<file path="src/rtl/rf_pkg.sv">
// Shared definitions for the register-file access arbiter: RF address window,
// controller state encoding and the RF address decode used by the optional
// address check (RF_ADDR_CHECK_EN).
package rf_pkg;

    localparam logic [15:0] RF_BASE = 16'h0100;
    localparam logic [15:0] RF_LAST = 16'h0122;

    typedef enum logic [2:0] {
        ST_IDLE    = 3'd0,
        ST_WR      = 3'd1,
        ST_RD      = 3'd2,
        ST_RD_WAIT = 3'd3,
        ST_ACK     = 3'd4,
        ST_ERR     = 3'd5
    } rf_arb_state_t;

    // The 23 registers sit at decimal-looking offsets: 0x00-0x09, 0x10-0x19, 0x20-0x22.
    function automatic logic rf_addr_valid(input logic [15:0] addr);
        return (addr[15:8] == RF_BASE[15:8]) &&
               (addr[7:4] <= 4'd2) &&
               (addr[3:0] <= 4'd9) &&
               (addr <= RF_LAST);
    endfunction

endpackage

</file>
<file path="src/rtl/rf_rr_pick.sv">
// Combinational round-robin picker: searches the request vector starting at
// the priority pointer and wrapping modulo NUM_REQ; returns a one-hot grant
// plus the binary index of the winner.
module rf_rr_pick
    import rf_pkg::*;
#(
    parameter int NUM_REQ = 2,
    parameter int IDX_W   = 1
) (
    input  logic [NUM_REQ-1:0] req_i,
    input  logic [IDX_W-1:0]   ptr_i,
    output logic [NUM_REQ-1:0] grant_o,
    output logic [IDX_W-1:0]   idx_o,
    output logic               valid_o
);

    logic [IDX_W:0] cand;

    // Scan offsets from farthest to nearest so the requester at the pointer wins last (highest priority).
    always_comb begin
        grant_o = '0;
        idx_o   = '0;
        valid_o = 1'b0;
        cand    = '0;
        for (int k = NUM_REQ - 1; k >= 0; k--) begin
            cand = {1'b0, ptr_i} + (IDX_W + 1)'(k);
            if (cand >= (IDX_W + 1)'(NUM_REQ)) begin
                cand = cand - (IDX_W + 1)'(NUM_REQ);
            end
            if (req_i[cand[IDX_W-1:0]]) begin
                grant_o                   = '0;
                grant_o[cand[IDX_W-1:0]]  = 1'b1;
                idx_o                     = cand[IDX_W-1:0];
                valid_o                   = 1'b1;
            end
        end
    end

endmodule

</file>
<file path="src/rtl/rf_access_arbiter.sv">
// Register-file access arbiter: shares the 23-entry, 64-bit RF between
// NUM_REQ requesters with round-robin priority, one transaction at a time.
// Writes ack two cycles after the request is sampled, reads three (the RF
// read port is registered). Define RF_ADDR_CHECK_EN to reject addresses
// outside the RF map with a one-cycle ack carrying err=1.
module rf_access_arbiter
    import rf_pkg::*;
#(
    parameter int NUM_REQ = 2,
    parameter int ADDR_W  = 16,
    parameter int DATA_W  = 64
) (
    input  logic                        clk,
    input  logic                        reset_n,
    input  logic [NUM_REQ-1:0]          req,
    input  logic [NUM_REQ-1:0]          req_we,
    input  logic [NUM_REQ*ADDR_W-1:0]   req_addr,
    input  logic [NUM_REQ*DATA_W-1:0]   req_wdata,
    output logic [NUM_REQ-1:0]          ack,
    output logic                        err,
    output logic [DATA_W-1:0]           rdata,
    output logic                        busy,
    output logic                        rf_we,
    output logic [ADDR_W-1:0]           rf_addr,
    output logic [DATA_W-1:0]           rf_wdata,
    input  logic [DATA_W-1:0]           rf_rdata
);

    localparam int IDX_W = (NUM_REQ > 1) ? $clog2(NUM_REQ) : 1;

    rf_arb_state_t       state_q, state_d;
    logic [IDX_W-1:0]    ptr_q, ptr_d;
    logic [IDX_W-1:0]    idx_q, idx_d;
    logic [NUM_REQ-1:0]  grant_q, grant_d;
    logic [ADDR_W-1:0]   addr_q, addr_d;
    logic [DATA_W-1:0]   wdata_q, wdata_d;
    logic [DATA_W-1:0]   rdata_q, rdata_d;

    logic [NUM_REQ-1:0]  pick_grant;
    logic [IDX_W-1:0]    pick_idx;
    logic                pick_valid;
    logic [ADDR_W-1:0]   sel_addr;
    logic [DATA_W-1:0]   sel_wdata;
    logic                sel_we;
    logic                sel_ok;

    function automatic logic [IDX_W-1:0] ptr_after(input logic [IDX_W-1:0] i);
        if (i == IDX_W'(NUM_REQ - 1)) begin
            return '0;
        end
        return i + 1'b1;
    endfunction

    rf_rr_pick #(
        .NUM_REQ (NUM_REQ),
        .IDX_W   (IDX_W)
    ) u_pick (
        .req_i   (req),
        .ptr_i   (ptr_q),
        .grant_o (pick_grant),
        .idx_o   (pick_idx),
        .valid_o (pick_valid)
    );

    assign sel_addr  = req_addr[pick_idx*ADDR_W +: ADDR_W];
    assign sel_wdata = req_wdata[pick_idx*DATA_W +: DATA_W];
    assign sel_we    = req_we[pick_idx];

`ifdef RF_ADDR_CHECK_EN
    assign sel_ok = rf_addr_valid(16'(sel_addr));
`else
    assign sel_ok = 1'b1;
`endif

    // Next-state logic: latch the winner in IDLE, walk the access sequence, advance priority on completion.
    always_comb begin
        state_d = state_q;
        ptr_d   = ptr_q;
        idx_d   = idx_q;
        grant_d = grant_q;
        addr_d  = addr_q;
        wdata_d = wdata_q;
        rdata_d = rdata_q;
        case (state_q)
            ST_IDLE: begin
                if (pick_valid) begin
                    idx_d   = pick_idx;
                    grant_d = pick_grant;
                    addr_d  = sel_addr;
                    if (sel_we) begin
                        wdata_d = sel_wdata;
                    end
                    if (!sel_ok) begin
                        state_d = ST_ERR;
                    end else if (sel_we) begin
                        state_d = ST_WR;
                    end else begin
                        state_d = ST_RD;
                    end
                end
            end
            ST_WR:      state_d = ST_ACK;
            ST_RD:      state_d = ST_RD_WAIT;
            ST_RD_WAIT: begin
                rdata_d = rf_rdata;
                state_d = ST_ACK;
            end
            ST_ACK, ST_ERR: begin
                ptr_d   = ptr_after(idx_q);
                state_d = ST_IDLE;
            end
            default:    state_d = ST_IDLE;
        endcase
    end

    // State and datapath registers with synchronous active-low reset.
    always_ff @(posedge clk) begin
        if (!reset_n) begin
            state_q <= ST_IDLE;
            ptr_q   <= '0;
            idx_q   <= '0;
            grant_q <= '0;
            addr_q  <= '0;
            wdata_q <= '0;
            rdata_q <= '0;
        end else begin
            state_q <= state_d;
            ptr_q   <= ptr_d;
            idx_q   <= idx_d;
            grant_q <= grant_d;
            addr_q  <= addr_d;
            wdata_q <= wdata_d;
            rdata_q <= rdata_d;
        end
    end

    // Gating with reset_n keeps an abandoned write from landing on the RF edge that applies reset.
    assign rf_we    = (state_q == ST_WR) && reset_n;
    assign rf_addr  = addr_q;
    assign rf_wdata = wdata_q;
    assign rdata    = rdata_q;
    assign busy     = (state_q != ST_IDLE);
    assign ack      = ((state_q == ST_ACK) || (state_q == ST_ERR)) ? grant_q : '0;

`ifdef RF_ADDR_CHECK_EN
    assign err = (state_q == ST_ERR);
`else
    assign err = 1'b0;
`endif

endmodule

</file>
<file path="config.mk">
export PLATFORM = sky130hd
export DESIGN_NAME = rf_access_arbiter
export DESIGN_NICKNAME = d
export VERILOG_FILES = /design/src/rtl/rf_pkg.sv /design/src/rtl/rf_rr_pick.sv /design/src/rtl/rf_access_arbiter.sv
export SDC_FILE = /design/constraint.sdc
export NUM_CORES = 1
export LEC_CHECK = 0
export BUFFER_PORTS_ARGS = -buffer_cell sky130_fd_sc_hd__buf_4
export CAP_MARGIN = 5
export CORE_AREA = 2 2 146 148
export CTS_BUF_LIST = sky130_fd_sc_hd__clkbuf_4 sky130_fd_sc_hd__clkbuf_8
export CTS_CLUSTER_SIZE = 25
export DETAILED_ROUTE_END_ITERATION = 12
export DIE_AREA = 0 0 148 150
export SLEW_MARGIN = 15
export SYNTH_ARGS = -nofsm -noshare
export SYNTH_HDL_FRONTEND = slang
export SYNTH_SLANG_ARGS = --single-unit
</file>
<file path="constraint.sdc">
create_clock -name clk -period 1.75 [get_ports clk]
set_input_delay 0.525 -clock clk [delete_from_list [all_inputs] [get_ports clk]]
set_output_delay 0.525 -clock clk [all_outputs]
set_load 0.05 [all_outputs]
</file>
; Word level (Yosys, flattened, before mapping)
; Index checks and enable logic that the tools add are counted.
[word_totals]
reg_bits = 151
inputBits = 230
output_inout_bits = 149
word_cells = 62
[op_classes]
addsub = 4
magnitude_cmp = 7
n_eq_ne = 6
shift = 2
muxes = 26
reduce_logical = 10
[ops]
columns = cell, count
row1 = 128-bit by 8-bit variable part select with 64-bit output, 1
row2 = 32-bit by 6-bit variable part select with 16-bit output, 1
row3 = 1-bit two-way mux, 18
row4 = 3-bit case mux with 3 select lines, 1
row5 = 2-bit two-way mux, 4
row6 = 3-bit by 2-bit equality test with 1-bit output (second input constant), 2
row7 = 3-bit equality test (second input constant), 2
row8 = 1-bit by 2-bit < comparator with 1-bit output (second input constant), 3
row9 = 2-bit OR reduction, 2
row10 = 3-bit by 1-bit equality test with 1-bit output (second input constant), 1
row11 = 1-bit logical AND, 3
row12 = 3-bit zero test, 1
row13 = 3-bit two-way mux, 1
row14 = 3-bit AND reduction, 1
row15 = 3-bit nonzero test, 1
row16 = 1-bit by 1-bit adder with 2-bit output (second input constant), 1
row17 = 1-bit demux with 1-bit select, 2
row18 = 1-bit >= comparator (second input constant), 2
row19 = 1-bit by 2-bit >= comparator with 1-bit output (second input constant), 1
row20 = 2-bit >= comparator (second input constant), 1
row21 = 2-bit != test (second input constant), 1
row22 = 2-bit AND reduction, 1
row23 = 1-bit subtractor (second input constant), 2
row24 = 1-bit adder (second input constant), 1
row25 = 1-bit logical OR, 1

; Logic depth before layout (Yosys ltp)
; Gate-level depths: netlist of run 1.
[depth]
word_depth = 12
ltp_mapped = 6
mapped_depth_nobuf = 4

; Cells and area by module
; From an unflattened synthesis of run 1, not the netlist that was laid out.
[unflattened]
hier_cells = 684
hier_area_um2 = 6567.5
[modules_own_cells]
columns = mod, instances, cells_each, area_per_inst_um2, seq_area_each_um2
row1 = rf_access_arbiter, 1, 679, 6535.0, 3022.9
row2 = rf_rr_pick, 1, 5, 32.5, 0.0

; Worst setup path before layout of run 1
; Ideal clock, no wire load.
[synth_path]
kind = flip-flop to flip-flop
start = register state_q[2]
end = register wdata_q[0], in the netlist rf_wdata[0]
setup_ps = 119
arrival_ps = 1988
t_required_ps = 1631
setup_slack_ps = -357
path_stages_with_launch = 7
path_buffers = 3
period_less_slack_ps = 2107
cell_sequence = dfxtp_1 -> or3_1 -> clkbuf_1 -> or2_1 -> buf_2 -> clkbuf_1 -> o221a_2
[synth_between]
elab_chain_len = 2
[synth_rtl]
columns = element, line
row1 = start: declaration, rf_access_arbiter.sv:31  ; rf_arb_state_t state_q, state_d;
row2 = start signal: assignment, rf_access_arbiter.sv:127  ; state_q <= state_d;
row3 = 3-bit zero test, rf_access_arbiter.sv:84  ; case (state_q)
row4 = 3-bit AND reduction (no source line), --
row5 = end signal: assignment, rf_access_arbiter.sv:132  ; wdata_q <= wdata_d;
row6 = end: declaration, rf_access_arbiter.sv:36  ; logic [DATA_W-1:0] wdata_q, wdata_d;
; No other way between the ends.
; A chain may end at the register's enable or synchronous reset.

; Worst setup path in the final report of run 1
[layout_path]
start = register state_q[2]
end = output port rf_we
[layout_between]
elab_chain_len = 2
[layout_rtl]
columns = element, line
row1 = 3-bit by 1-bit equality test with 1-bit output, rf_access_arbiter.sv:138  ; assign rf_we = (state_q == ST_WR) && reset_n;
row2 = 1-bit logical AND, rf_access_arbiter.sv:138
row3 = end: declaration, rf_access_arbiter.sv:23  ; output logic rf_we,
; No other way between the ends.

==> results of run 1 <==
[worst min-delay path, cell delays in order]
cell,delay (ps)
buf_4,110
nand2_1,40
a21oi_1,50
[final cells by class]
type / count / share of cell area [%]
clock buffer: 18 / 2.28
clock inverter: 14 / 1.10
inverter: 4 / 0.141
multi-input combinational: 524 / 33.3
sequential: 150 / 28.3
tap: 275 / 3.24
timing repair buffer: 419 / 31.6
[cell usage after synthesis (2+ instances only)]
cell / count / share of area [%]
dfxtp_1: 150 / 44
nand2_1: 129 / 7.1
nor2b_1: 129 / 12
mux2i_1: 80 / 12
a21oi_1: 65 / 4.8
o221a_2: 60 / 10
clkbuf_1: 57 / 3.2
nor2_1: 22 / 1.2
a211oi_1: 16 / 1.8
buf_2: 10 / 0.74
o221a_1: 5 / 0.83
inv_1: 4 / 0.22
and2_1: 2 / 0.18
and3_1: 2 / 0.18
buf_1: 2 / 0.11
o21ai_0: 2 / 0.15
[report_power, final]
part           total, W  switching (W)  leakage, nW  internal [W]
Combinational   0.00310        0.00182         3.57       0.00127
Clock           0.00250        0.00146        0.166       0.00103
Sequential      0.00385       0.000156         1.23       0.00369
[sequential cells by signal, indices dropped and copies added (netlist names)]
signal / flops
rdata: 64
rf_wdata: 64
rf_addr: 16
state_q: 3
grant_q: 1
idx_q: 1
ptr_q: 1
[path summary, 6_finish.rpt]
check / start / endpoint / slack [ps] / depth (start not counted)
min: rf_rdata[36] / rdata[36] / 310 / 3
max reg2reg: state_q[0] / rf_wdata[51] / 30 / 6
max: state_q[2] / rf_we / -140 / 4
min reg2reg: rdata[46] / rdata[46] / 460 / 2
[per-stage QoR]
stage	power, W	instance area (um2)	hold slack, ps	std cells
2_1_floorplan	0.00581	6890	446	748
3_3_place_gp	0.00692	10100	443	1365
3_5_place_dp	0.00694	10100	447	1365
4_1_cts	0.00948	10500	264	1399
5_1_grt	0.00990	10600	273	1404
6_report	0.00944	10600	306	1404
[routing by layer]
layer	up-vias	share of wire [%]
li1	3317	-
met1	3145	42
met2	218	50
met3	31	5.5
met4	0	2.3
met5	-	0
[logic make-up (layout without fill, tap and decap cells)]
family	count (synthesis)	after routing	share of synthesized area (%)
buf+inv	74	455	4.34
flops	150	150	44.3
other cells	1	1	0.0553
compound gates	154	154	18.4
mux	80	80	11.8
simple gates	289	289	21.1
[repair_timing]
item | CTS | global route
endpoints found under the hold margin | 0 | 0
pin swaps | 2 | 2
setup buffers | 3 | 2
setup endpoints to repair | 4 | 51
gates resized for setup | 13 | 7
gates cloned | 0 | 3
==> metrics, run 1 <==
status finished with violations; failing checks setup timing; TritonCTS clock tree done; leakage power 4.96 nW; residual DRC count 0; Post-Synthesis Cells 748; DRT iter0 DRCs 271; commonest non-fill, non-tap cell in the layout buf_4; setup_tns -456 ps; buffers and inverters on the worst path 2; DP Worst Slack -171 ps; met1 usage 24.9%; number of diodes 0; initial antenna violation count 0; gr ovfl total 0; final RePlAce weighted congestion 0.767; Filler cells 2,013; Worst setup SP type flop; worst relative slew slack 49.4%; TritonCTS sink count 150; largest net degree at the start of global routing 66; M2 GR Usage 33.4%; Final Cycle Share 108%; final worst clock skew 16.7 ps; Power per Cell Area 890 nW/um2; Max VDD drop 0.415 mV; hold_buf cts 0; CTS clk-pin slew, worst paths 100 ps; Die W 148 um; GRT busiest layer met2; routed vias 6,711; Seq/Total Area, Yosys 44.3%; nets@finish 1,346; Largest stage delay, worst path 330 ps; clock root buffer clkbuf_8; syn_nets 978; # port buffers 377; Max Root-Sink Buffers 2; Final setup viols 4; Worst Tran Pin Value 759 ps; HPWL after DPL 16.7 mm; RSZ-0062 raised after global routing true; global-route wire length before repair 34.9 mm; Ys Warns 0; vias in the first global route 6,401; row count 53; vias per cell 4.78; I/O pin cnt 379; area of the multi-input gates 3530 um2; required time of the critical path 1220 ps; ys flop type dfxtp_1; setup ws final -144 ps; area growth from synthesis to final layout 56.6%; GRT Resource Usage Total 19.9%; Final Core Density 51.3%; Vert. Die Dim 150 um; EDFF count, synth 0; storage element area 3010 um2; core box area 20,700 um2; H-tree levels 4; HP Class primary input to flop; average wire per standard cell 16.9 um; commonest non-fill, non-tap cells in the layout 400 x buf_4, 148 x dfxtp_1, 129 x nor2b_1, 129 x nand2_1, 80 x mux2i_1; CP Capture Type primary output; WL final 23.7 mm; initial core utilization 32.8%; antenna-violating nets left 0; share of cells above drive strength 1 46.6%; #FFs+latches synth 150; count of cell types in the netlist 29; crit-path cells buf_6 -> nor3b_4 -> and2_4 -> buf_12; die area 22,200 um2; worst-path maximum fanout 4; max-slew violation count 0; Max-Cap Viols 0; Slowest cell on crit path dfxtp_2; Max Freq 528 MHz; Cell Area, Synth 6780 um2; crit-path leading delay family simple AND/OR/NAND/NOR gates; syn_area_per_cell 9.06 um2; met3 Use GR 5.09%; Crit Path Class flop to primary output; CP arrival 1370 ps; ys async rst share 0%; cts bufs inserted 17; Final min period 1890 ps; clock latency on the worst-skew pair 450 ps; drt pass-1 iters 4; Final Hold Violating Endpoints 0
(Power assumes the default switching activity.)
==> inputs of run 2 (changes only) <==
SKIP_CTS_REPAIR_TIMING = 1   (was not set)
==> run 2 against run 1 <==
- clock power is essentially flat
- power is essentially flat
- the run still ends with setup timing left
- non-clock buffer count shrank 3
==> metrics, run 2 (synthesis gave the netlist of run 1 again) <==
Final Hold Violating Endpoints 0 (unchanged); Max Root-Sink Buffers 2 (unchanged); worst-path maximum fanout 2 (-2); leakage power 4.95 nW (-0.24%); number of diodes 0 (unchanged); CP arrival 1420 ps (+50 ps); initial core utilization 32.8% (unchanged); I/O pin cnt 379 (unchanged); die area 22,200 um2 (unchanged); drt pass-1 iters 5 (+1); Power per Cell Area 890 nW/um2 (about the same); Die W 148 um (unchanged); clock root buffer clkbuf_8; CP Capture Type primary output; Final Instance Count excl. Fillers 1,401 (-0.21%); Max-Cap Viols 0 (unchanged); HPWL after DPL 16.7 mm (unchanged); clock latency on the worst-skew pair 450 ps (about the same); area growth from synthesis to final layout 56.6% (about the same); antenna-violating nets left 0 (unchanged); GRT Resource Usage Total 19.9% (-0.058 points); HP Class primary input to flop; initial antenna violation count 0 (unchanged); core box area 20,700 um2 (unchanged); max-slew violation count 0 (unchanged); required time of the critical path 1220 ps (about the same); RSZ-0062 raised after global routing true; commonest non-fill, non-tap cell in the layout buf_4; status finished with violations; DP Worst Slack -171 ps (unchanged); global-route wire length before repair 34.8 mm (-0.29%); average wire per standard cell 16.8 um (-0.31%); gr ovfl total 0 (unchanged); WL final 23.6 mm (-0.53%); CTS clk-pin slew, worst paths 100 ps (about the same); Vert. Die Dim 150 um (unchanged); Worst Tran Pin Value 752 ps (-6.38 ps); H-tree levels 4 (unchanged); residual DRC count 0 (unchanged); DRT iter0 DRCs 265 (-2.2%); setup ws final -198 ps (-53.6 ps); worst relative slew slack 49.8% (+0.43 points); Final min period 1950 ps (+53.6 ps); Largest stage delay, worst path 390 ps (+60 ps); commonest non-fill, non-tap cells in the layout 397 x buf_4, 148 x dfxtp_1, 129 x nor2b_1, 129 x nand2_1, 80 x mux2i_1; vias per cell 4.76 (-0.32%); Max VDD drop 0.414 mV (-0.22%); nets@finish 1,343 (-0.22%); row count 53 (unchanged); Slowest cell on crit path or3_4; share of cells above drive strength 1 46.7% (+0.12 points); placed instance count 1,365 (unchanged); Crit Path Class flop to primary output; # port buffers 377 (unchanged); final worst clock skew 17.5 ps (+0.711 ps); cts bufs inserted 17 (unchanged); failing checks setup timing; Final Cycle Share 111% (+3.1 points); TritonCTS clock tree done; Max Freq 513 MHz (-2.8%); vias in the first global route 6,388 (-0.20%); largest net degree at the start of global routing 66 (unchanged); crit-path cells or3_4 -> buf_6 -> buf_8; Worst setup SP type flop; Final setup viols 4 (unchanged); TritonCTS sink count 150 (unchanged); routed vias 6,675 (-0.54%); final RePlAce weighted congestion 0.767 (unchanged)
[run 2: changes by cell type in the layout (fill, tap and decap cells not counted)]
cell      delta
a211oi_1     -3
a211oi_2     +3
buf_4        -3
inv_2        -1
inv_6        +1
[run 2: cell type report]
type                    count  area, um2
multi-input cells         524       3550
fillers                  2010      10100
well taps                 275        344
clock buffers              18        241
repair buffers            416       3330
inverters                   4       20.0
clock inverters            14        116
flip-flops and latches    150       3010
[run 2: per-layer routing]
metal / up-vias / wire length [um] / part of all wire, % / track usage [%]
met5: - / 0 / 0 / 0
met4: 0 / 517 / 2.2 / 7.10
met2: 213 / 11800 / 50 / 33.4
li1: 3315 / - / - / -
met3: 29 / 1290 / 5.5 / 5.34
met1: 3118 / 9960 / 42 / 24.6
[run 2: power by group]
| group | internal [W] | leakage (nW) | switching [W] |
|---|---|---|---|
| sequential | 0.00369 | 1.23 | 0.000156 |
| combinational | 0.00128 | 3.56 | 0.00183 |
| clock | 0.00103 | 0.166 | 0.00146 |
| total | 0.00600 | 4.95 | 0.00345 |
[run 2: stage by stage]
step                cell area (um2)  utilization [%]  TNS, ps  hold slack [ps]  total power (W)
floorplan                      6890                -    -2590              446          0.00581
global placement              10100             48.7    -6950              443          0.00692
detailed placement            10100             48.7    -7490              447          0.00694
CTS                           10400             50.4    -1050              264          0.00946
global route                  10600             51.3     -916              273          0.00991
finish                        10600             51.3     -451              307          0.00945
[run 2: worst paths after layout]
kind / from / end / slack, ps / cells past startpoint
setup / recovery: state_q[0] / busy / -200 / 3
hold / removal: rf_rdata[36] / rdata[36] / 310 / 3
setup reg to reg: state_q[0] / rf_wdata[51] / 20 / 6
hold reg to reg: rdata[32] / rdata[32] / 460 / 2
[run 2: critical path, delay by kind of cell (launching register included)]
| family | cells | cell delay [ps] |
|---|---|---|
| AND/OR/NAND/NOR | 1 | 390 |
| flip-flops | 1 | 320 |
| buffers and inverters | 2 | 270 |
